==> config.mk <==
export PLATFORM = sky130hd
export DESIGN_NAME = writeback
export DESIGN_NICKNAME = d
export VERILOG_FILES = /design/src/rtl/writeback.sv
export SDC_FILE = /design/constraint.sdc
export NUM_CORES = 1
export LEC_CHECK = 0
export ABC_AREA = 1
export CORE_ASPECT_RATIO = 0.9
export CORE_MARGIN = 2
export CORE_UTILIZATION = 52
export CTS_CLUSTER_DIAMETER = 60
export DETAILED_ROUTE_END_ITERATION = 8
export GPL_TIMING_DRIVEN = 0
export PLACE_DENSITY = 0.87
export SYNTH_ARGS = -nofsm -noshare
export SYNTH_HDL_FRONTEND = slang
export SYNTH_SLANG_ARGS = --single-unit
==> constraint.sdc <==
create_clock -name clk -period 3.4 [get_ports clk]
set_input_delay 0.68 -clock clk [delete_from_list [all_inputs] [get_ports clk]]
set_output_delay 0.68 -clock clk [all_outputs]
set_load 0.01 [all_outputs]
==> src/rtl/writeback.sv <==
// Writeback stage: retires ALU results immediately and load results after the
// memory response, producing one registered register-file write per instruction.
module writeback #(
  parameter int XLEN  = 32,
  parameter int RA_W  = 5,
  parameter int CNT_W = 32
) (
  input  logic             clk,
  input  logic             reset,
  input  logic             ex_valid_i,
  output logic             ex_ready_o,
  input  logic [RA_W-1:0]  ex_rd_i,
  input  logic [XLEN-1:0]  ex_data_i,
  input  logic             ex_is_load_i,
  input  logic [2:0]       ex_funct3_i,
  input  logic [1:0]       ex_addr_i,
  input  logic             mem_rvalid_i,
  input  logic [XLEN-1:0]  mem_rdata_i,
  output logic             rf_we_o,
  output logic [RA_W-1:0]  rf_rd_o,
  output logic [XLEN-1:0]  rf_wdata_o,
  output logic             busy_o,
  output logic             err_o,
  output logic [CNT_W-1:0] instret_o
);

  typedef enum logic {IDLE, WAIT_LOAD} state_t;

  state_t           r_state;
  state_t           w_next;
  logic [RA_W-1:0]  r_ld_rd;
  logic [2:0]       r_ld_f3;
  logic [1:0]       r_ld_off;
  logic             r_we;
  logic [RA_W-1:0]  r_rd;
  logic [XLEN-1:0]  r_wdata;
  logic             r_err;
  logic [CNT_W-1:0] r_instret;

  logic             w_accept;
  logic             w_retire;
  logic [RA_W-1:0]  w_ret_rd;
  logic [XLEN-1:0]  w_ret_data;
  logic [XLEN-1:0]  w_load_data;
  logic [7:0]       w_byte;
  logic [15:0]      w_half;

  // State register
  always_ff @(posedge clk or negedge reset) begin
    if (!reset) r_state <= IDLE;
    else        r_state <= w_next;
  end

  // Next-state logic
  always_comb begin
    w_next = r_state;
    unique case (r_state)
      IDLE:      if (ex_valid_i && ex_is_load_i) w_next = WAIT_LOAD;
      WAIT_LOAD: if (mem_rvalid_i)               w_next = IDLE;
      default:   w_next = IDLE;
    endcase
  end

  // State-decoded outputs
  always_comb begin
    ex_ready_o = (r_state == IDLE);
    busy_o     = (r_state == WAIT_LOAD);
  end

  assign w_accept = ex_valid_i & (r_state == IDLE);

  // Load data extraction; half-word selection ignores offset bit 0
  always_comb begin
    w_byte = mem_rdata_i[{r_ld_off, 3'b000} +: 8];
    w_half = mem_rdata_i[{r_ld_off[1], 4'b0000} +: 16];
    case (r_ld_f3)
      3'b000:  w_load_data = {{(XLEN-8){w_byte[7]}}, w_byte};
      3'b001:  w_load_data = {{(XLEN-16){w_half[15]}}, w_half};
      3'b100:  w_load_data = XLEN'(w_byte);
      3'b101:  w_load_data = XLEN'(w_half);
      default: w_load_data = mem_rdata_i;
    endcase
  end

  always_comb begin
    w_retire   = 1'b0;
    w_ret_rd   = ex_rd_i;
    w_ret_data = ex_data_i;
    if (r_state == IDLE) begin
      w_retire = w_accept & ~ex_is_load_i;
    end else if (mem_rvalid_i) begin
      w_retire   = 1'b1;
      w_ret_rd   = r_ld_rd;
      w_ret_data = w_load_data;
    end
  end

  always_ff @(posedge clk or negedge reset) begin
    if (!reset) begin
      r_ld_rd   <= '0;
      r_ld_f3   <= '0;
      r_ld_off  <= '0;
      r_we      <= 1'b0;
      r_rd      <= '0;
      r_wdata   <= '0;
      r_err     <= 1'b0;
      r_instret <= '0;
    end else begin
      if (w_accept && ex_is_load_i) begin
        r_ld_rd  <= ex_rd_i;
        r_ld_f3  <= ex_funct3_i;
        r_ld_off <= ex_addr_i;
      end
      r_we <= w_retire && (w_ret_rd != '0);
      // r0-suppressed retirements still count but leave the write port untouched
      if (w_retire && (w_ret_rd != '0)) begin
        r_rd    <= w_ret_rd;
        r_wdata <= w_ret_data;
      end
      if (w_retire) r_instret <= r_instret + CNT_W'(1);
      if ((r_state == IDLE) && mem_rvalid_i) r_err <= 1'b1;
    end
  end

  assign rf_we_o    = r_we;
  assign rf_rd_o    = r_rd;
  assign rf_wdata_o = r_wdata;
  assign err_o      = r_err;
  assign instret_o  = r_instret;

endmodule

==> tab_implementation.tex <==
\begin{tabular}{lr}
\hline
Metric & Value \\
\hline
\multicolumn{2}{l}{\textbf{Logic synthesis}} \\
Gate count of the mapped netlist & roughly 760 \\
Most instantiated flip-flop cell in the synthesis netlist & dfrtp\_1 \\
Summed instance area of the synthesized netlist & 0.00506 sq mm \\
Sequential share of the synthesized area & roughly two fifths \\
Avg Inst Size Synth & 6.71 sq um \\
Post-synth EDFFs & 0 \\
Net Count, Synth & 835 \\
Share of flip-flops with an asynchronous set or reset after synthesis & 100\% \\
Number of unique standard cell types used by synthesis & 29 \\
Count of synthesis-stage warnings from yosys & 0 \\
Register bit total from synthesis & 82 \\
\multicolumn{2}{l}{\textbf{STA}} \\
Final Skew & 0.0125 ns \\
Relative slew slack & between 60\% and 70\% \\
Number of endpoints with negative hold slack in the final report & 0 \\
Ratio of final minimum period to clock period & between 60\% and 70\% \\
Setup repair after global routing missed its margin & false \\
Max-slew violation total from the final report & 0 \\
Worst-margin pin slew & just over 0.5 ns \\
Number of setup violations in the final report & 0 \\
Fmax & 0.424 GHz \\
Least setup slack across all paths after layout & 1.04 ns \\
Total Neg Setup Slack & 0 ns \\
Time the worst path needs with I/O delays and setup & $\sim$2.4 ns \\
\multicolumn{2}{l}{\textbf{Hold path}} \\
Type of the worst min-delay path & in2async \\
\multicolumn{2}{l}{\textbf{Detailed routing}} \\
Antenna-violating nets left & 0 \\
Wire length after detailed routing & 15400 um \\
Detailed-router iteration count before antenna repair & 5 \\
Vias per Instance & 5.23 \\
Drt drc & 0 \\
Average wire per cell in the routed design & 14.6 um \\
Total number of vias & 5489 \\
First DRT Iteration DRCs & 334 \\
\multicolumn{2}{l}{\textbf{Power}} \\
Comb pwr share & about 37\% \\
Total power density per cell area & 450 mW/mm\^{}2 \\
Net switching power & between 1 and 1.5 mW \\
Peak ir drop on the vdd network & 0.371 mV \\
Sw frac & 35.6\% \\
Lkg Pwr & 3.25 nW \\
Power share of the sequential group & just over 40\% \\
Part of the total power dissipated in the clock network & roughly 22\% \\
Internal Power & about 2 mW \\
\multicolumn{2}{l}{\textbf{Clock tree}} \\
Clk sink count & 82 \\
CTS buffer count & 9 \\
Buffers inserted during post-CTS setup optimization & 0 \\
H-tree levels & 3 \\
CTS tree & done \\
Hold\_buf cts & 0 \\
Clock transition at the register clock pins on the worst setup and hold paths after CTS & 0.09 ns \\
Clock Path Buffers & 2 \\
Root Buffer Master & clkbuf\_8 \\
Clock latency on the worst-skew pair & 0.36 ns \\
Number of gates resized after CTS & 0 \\
\multicolumn{2}{l}{\textbf{Place}} \\
Post-placement cell count & 1033 \\
Cell area reported after detailed placement & $\sim$0.0068 sq mm \\
Sum of net half-perimeters after detailed placement & 11600 um \\
Last weighted congestion value of the routability-driven placer & about 1 \\
Post-place setup slack & 0.725 ns \\
Buffers added on ports & 151 \\
\multicolumn{2}{l}{\textbf{Layout}} \\
Layout cells sized above 1 & roughly 7\% \\
Final standard cell count with taps included and fillers excluded & approximately 1000 \\
Total area of multi-input combinational cells & 0.00263 sq mm \\
Diodes inserted & 0 \\
Number of filler instances in the final layout & 813 \\
Post-route cell area & 0.00694 sq mm \\
Final net count & $\sim$1000 \\
Post-synthesis to final-layout area growth & 37.1\% \\
Fin util & 72.5\% \\
Register area & roughly 0.002 sq mm \\
\multicolumn{2}{l}{\textbf{Worst setup path}} \\
Startpoint of the most critical register-to-register path & r\_ld\_f3[1] \\
Maximum fanout along the worst path & 10 \\
CP Capture Type & flop \\
Critical Path RT & 3.66 ns \\
CP Data Arrival Time & 2.62 ns \\
Critical path startpoint & mem\_rvalid\_i \\
Endpoint of the worst register-to-register path & rf\_wdata\_o[28] \\
Critical path's top delay family & buffers and inverters \\
Worst path slowest cell & clkdlybuf4s50\_1 \\
Total stage count of the critical path & 10 \\
Flop-to-flop setup slack & around 1.5 ns \\
Total buffers and inverters traversed by the critical path & 4 \\
Endpoint of the worst setup timing path & rf\_wdata\_o[14] \\
Worst Path Class, Setup & in2reg \\
Launching element type of the critical path & primary input \\
Worst stage delay on the critical path & 0.58 ns \\
Critical Path Most Common Cell & nand2\_1 \\
Worst Reg-to-Reg Cells & 9 \\
Worst-path cell chain & clkdlybuf4s50\_1 > nand2\_2 > buf\_6 > inv\_1 > clkbuf\_1 > o21ai\_0 > nor2\_1 > nand2\_1 > nand3\_1 > nand2\_1 \\
\multicolumn{2}{l}{\textbf{Outcome}} \\
Status & finished, final reports clean \\
\multicolumn{2}{l}{\textbf{GRT}} \\
Gr usage total & between 30\% and 40\% \\
Number of global-route vias before repair & about 5000 \\
Maximum number of pins on one net before global-route repair & 67 \\
Initial antenna violation count & 0 \\
Aggregate global routing overflow & 0 \\
First-pass GRT wire length & approximately 25000 um \\
\multicolumn{2}{l}{\textbf{Floorplan}} \\
Boundary pin count & 152 \\
Die area & between 0.01 and 0.015 sq mm \\
Core Footprint & 0.00957 sq mm \\
Die X-Extent & $\sim$110 um \\
Row count & 34 \\
Chip height & a little under 100 um \\
Initial standard-cell utilization of the core & 52.9\% \\
\multicolumn{2}{l}{\textbf{Run}} \\
Max Cap Viol & 0 \\
\hline
\end{tabular}
## metrics by stage
| step | total power [mW] | hold slack, ns |
|---|---|---|
| 2_1_floorplan | 1.85 | 0.384 |
| 3_3_place_gp | 2.42 | 0.442 |
| 3_5_place_dp | 2.44 | 0.448 |
| 4_1_cts | 3.14 | 0.186 |
| 5_1_grt | 3.32 | 0.185 |
| 6_report | 3.12 | 0.191 |
## kinds of logic after synthesis
family          synth area share (%)
flops                           40.5
simple gates                    41.9
compound gates                  6.97
mux                            0.222
buf+inv                         7.51
fa+ha+maj                      0.247
xor+xnor                        2.59
## cells in the final DEF, fill, tap and decap left out, types with 12 or more instances in the layout
cell and n:
nand2_1 311, clkdlybuf4s50_1 150, nor2_1 82, dfrtp_1 82, nand3_1 65, inv_1 51
o21ai_0 31, a21oi_1 31, or2_2 24, clkbuf_1 14, nand3b_1 12
## cells in the mapped netlist, types with 2 or more instances
master / n / area share [%]
clkbuf_1: 14 / 1.0
nand4_1: 2 / 0.25
o21ai_1: 2 / 0.20
nand2_1: 311 / 23
dfrtp_1: 82 / 41
or2_2: 24 / 3.0
xnor2_1: 5 / 0.86
buf_2: 4 / 0.40
nor2_1: 82 / 6.1
xor2_1: 10 / 1.7
nor3_1: 5 / 0.49
buf_6: 8 / 1.8
inv_1: 51 / 3.8
nand3b_1: 12 / 1.8
nand3_1: 65 / 6.4
buf_4: 2 / 0.30
a21oi_1: 31 / 3.1
o21ai_0: 31 / 3.1
nand2_2: 4 / 0.49
## registers in the layout, indices dropped and copies added (netlist names)
name and cells:
rf_wdata_o 32, busy_o 1, rf_rd_o 5, r_ld_f3 3, rf_we_o 1, r_ld_off 2, err_o 1, r_ld_rd 5
instret_o 32
## worst register-to-register path: stages (launching register included)
cell and delay (ns):
dfrtp_1 0.33, buf_4 0.16, clkinv_1 0.20, nand2_2 0.25, nor2_1 0.09, nand2_1 0.20
buf_2 0.27, nand3_1 0.15, nand3_1 0.13, nand2_1 0.06
## area by class of cell
cell class | instances | area share, %
multi-input combinational | 591 | 37.9
tap | 126 | 2.27
inverter | 53 | 2.86
timing repair buffer | 152 | 22.1
clock inverter | 6 | 0.685
clock buffer | 10 | 1.98
buffer | 29 | 2.61
sequential | 82 | 29.5
## power by group through the flow
stage / Sequential (mW) / Clock (mW) / Combinational, mW
final: 1.29 / 0.685 / 1.15
after global routing: 1.31 / 0.744 / 1.26
after CTS: 1.29 / 0.702 / 1.14
after detailed placement: 1.30 / 0 / 1.14
after global placement: 1.31 / 0 / 1.12
after floorplan: 1.36 / 0 / 0.488
## worst min-delay path by stage
stage / start / endpoint / slack, ns / cells past startpoint
3_3_place_gp: err_o / err_o / 0.44 / 1
2_1_floorplan: reset / busy_o / 0.38 / 0
6_report: reset / rf_wdata_o[22] / 0.19 / 1
3_5_place_dp: err_o / err_o / 0.45 / 1
4_1_cts: reset / rf_wdata_o[5] / 0.19 / 1
5_1_grt: reset / rf_wdata_o[5] / 0.19 / 1
## routing by layer
metal | wire length (um) | up-vias | track usage (%)
met5 | 0 | - | 0
met4 | 293 | 0 | 8.28
met3 | 1400 | 30 | 6.17
met2 | 7110 | 264 | 49.3
met1 | 6560 | 2499 | 40.8
li1 | - | 2696 | -
No activity file was read; power rests on OpenSTA's default activity.
==> variant: new RTL, config.mk and constraints unchanged <==
Change the parameter `RA_W` from 5 to 6.
--- a/src/rtl/writeback.sv
+++ b/src/rtl/writeback.sv
@@ -2,7 +2,7 @@
 // memory response, producing one registered register-file write per instruction.
 module writeback #(
   parameter int XLEN  = 32,
-  parameter int RA_W  = 5,
+  parameter int RA_W  = 6,
   parameter int CNT_W = 32
 ) (
   input  logic             clk,
Ports: changed (resized ex_rd_i and rf_rd_o); port bits go from 152 to 154. No check against the original RTL was run, so the function may have changed too.
==> variant against the unedited design <==
- cell area increased by 2.4%
- total power increased by 13%
- routed wire length increased by 2.4%
- sequential cell count increased by 2
- final cell count decreased by 0.29%
- first-iteration DRC count increased by 40%
- synthesized area increased by 2.4%
- critical path depth decreased by 7
- synthesized cell count decreased by 0.53%
- setup slack improved by 0.11 ns
- largest power group unchanged
==> variant: results (changes against the unedited design) <==
Status
The flow ran to the end, and the final reports show no timing, DRC or antenna violations.

Clock tree
The maximum clock insertion buffer count is 2 (unchanged). The post-CTS clock slew at the launch and capture registers of the worst setup and hold paths came to 0.09 ns (about the same). The number of setup buffers added after CTS is 0 (unchanged). The clock latency on the worst-skew pair is 0.36 ns (about the same). The total clock buffers created by CTS came to 9 (unchanged).

The number of cells upsized or downsized after cts was 0 (unchanged). The maximum level of the CTS H-tree is 3 (unchanged). Clock tree synthesis selected as its root buffer the cell sky130_fd_sc_hd__clkbuf_8.

Synth
The commonest cells after synthesis are sky130_fd_sc_hd__nand2_1 (282), sky130_fd_sc_hd__nor2_1 (99), sky130_fd_sc_hd__dfrtp_1 (84). The mux contribution to synthesized area is 1.52% (+1.3 points). The sequential cell area fraction in the yosys report came to 40.5% (about the same). The number of nets produced by synthesis is 832 (-0.36%).

The fraction of synthesized cell area in xor and xnor cells is 2.87% (+0.28 points). The number of different library cells in the post-synthesis netlist is 34 (+17%). The post-synthesis share of cell area spent on full adders, half adders and majority gates came to 0.241% (-0.0058 points). The async set-or-reset flop fraction in the synthesized netlist is 100% (unchanged).

After synthesis, the cell types taking the most area are sky130_fd_sc_hd__dfrtp_1 (41%), sky130_fd_sc_hd__nand2_1 (20%), sky130_fd_sc_hd__nor2_1 (7.2%). The leading register cell type out of synthesis is sky130_fd_sc_hd__dfrtp_1. The number of warning messages in the yosys log is 0 (unchanged).

The complex-gate fraction of the synthesized area came to 8.59% (+1.6 points).

Drt
The total via count after detailed routing is 5414 (-1.4%). The iteration count of the initial detailed-routing pass is 5 (unchanged). The detailed-route wire length is 15.7 mm (+2.4%).

The initial DRC count is 466 (+40%).

Global routing
The number of antenna violations at the first check in global routing is 0 (unchanged). The combined global-route utilization of all metal layers is 30.8% (+0.59 points). The number of global-route vias before repair came to 5273 (+2.3%). The pin count of the biggest net entering global routing is 48 (-28%). The first-pass GRT wire length is 25.9 mm (+3.4%).

Worst setup path
The arrival time at the worst endpoint is 1.57 ns (-1.05 ns). The startpoint identified for the worst register-to-register timing path is busy_o$_DFF_PN0_. The worst reg2reg path depth is 7 (-2). The standard cell with the maximum stage delay on the critical path is sky130_fd_sc_hd__clkdlybuf4s50_1. The delay of the slowest cell on the worst path is 0.54 ns (-0.04 ns). The maximum net fanout on the critical path was 8 (-2). The category of the worst setup path launch point is a register.

Placement
The total cell area at the placement stage is 0.00689 mm^2 (+1.9%). The worst setup slack after placement is 0.909 ns (+0.185 ns). The half-perimeter wire length after detailed placement is 12.2 mm (+4.8%). The count of buffers inserted at the top-level ports is 152 (+0.66%). The global placement routability congestion came to 0.992 (+0.63%).

Pwr
The largest voltage drop on the vdd net was 0.287 mV (-23%). The standby leakage power was 3.29 nW (+1.2%).

Cells and area
The antenna diode count is 0 (unchanged). The count of nets after finishing came to 996 (-0.20%). The proportion of layout cells with a drive suffix above 1 was 9.46% (+2.3 points).

STA
The count of endpoints failing hold in the final timing report is 0 (unchanged). The tightest slew margin relative to the limit is 62.9% (-3.2 points). The worst clock skew was 0.00690 ns (-0.00564 ns).

Hold path
The worst hold path belongs to the class in2async.
-- variant: cell types whose count changed after synthesis, sizes merged, moves of 7 or more --
cell / unedited run / this run
or2: 24 / 16
nand3: 66 / 48
nor2: 83 / 102
a21oi: 31 / 19
o21ai: 35 / 49
o211ai: 0 / 8
nand2: 315 / 298
inv: 52 / 59
-- variant: logic make-up (layout without fill, tap and decap cells) --
| logic type | after synthesis | after routing |
|---|---|---|
| AND/OR/NAND/NOR | 476 | 476 |
| flip-flops | 84 | 84 |
| XOR/XNOR | 17 | 17 |
| multiplexers | 7 | 7 |
| AO/OA/AOI/OAI | 78 | 78 |
| adder cells (fa/ha/maj) | 1 | 1 |
| buffers and inverters | 88 | 257 |
-- variant: per-stage QoR --
step           cells  setup TNS, ns
3_5_place_dp    1030              0
6_report        1046              0
4_1_cts         1046              0
5_1_grt         1046              0
3_3_place_gp    1029        -118.06
2_1_floorplan    751              0
-- variant: report_power, final --
part,leakage (nW),internal (W),switching [W]
Sequential,1.05,0.00121,0.000182
Clock,0.108,0.000438,0.000366
Combinational,2.13,0.000649,0.000684
-- variant: layout make-up --
cell class / instances / area, um^2
plain buffers: 28 / 170
clock buffers: 13 / 149
clock inverters: 3 / 68.8
fillers: 786 / 2590
inverters: 60 / 225
multi-input cells: 579 / 2690
flip-flops and latches: 84 / 2100
well taps: 126 / 158
repair buffers: 153 / 1550
-- variant: routing by layer --
layer	vias up	GRT usage (%)	wire (um)
met2	228	48.8	7270
li1	2672	-	-
met1	2485	42.4	6850
met5	-	0	0
met4	0	10.0	370
met3	29	6.15	1240
-- variant: critical path: cells and delay by family (launching register included) --
kind	cells	cell delay, ns
flip-flops	1	0.40
buffers and inverters	3	0.81
-- variant: final timing paths --
| path | slack, ns | to |
|---|---|---|
| hold reg to reg | 0.46 | err_o$_DFFE_PN0P_ |
| setup / recovery | 1.15 | ex_ready_o |
| max in group asynchronous | 2.52 | instret_o[5]$_DFFE_PN0P_ |
| hold / removal | 0.27 | r_ld_f3[0]$_DFFE_PN0P_ |
| setup reg to reg | 1.39 | instret_o[15]$_DFFE_PN0P_ |
| min in group clk | 0.46 | err_o$_DFFE_PN0P_ |
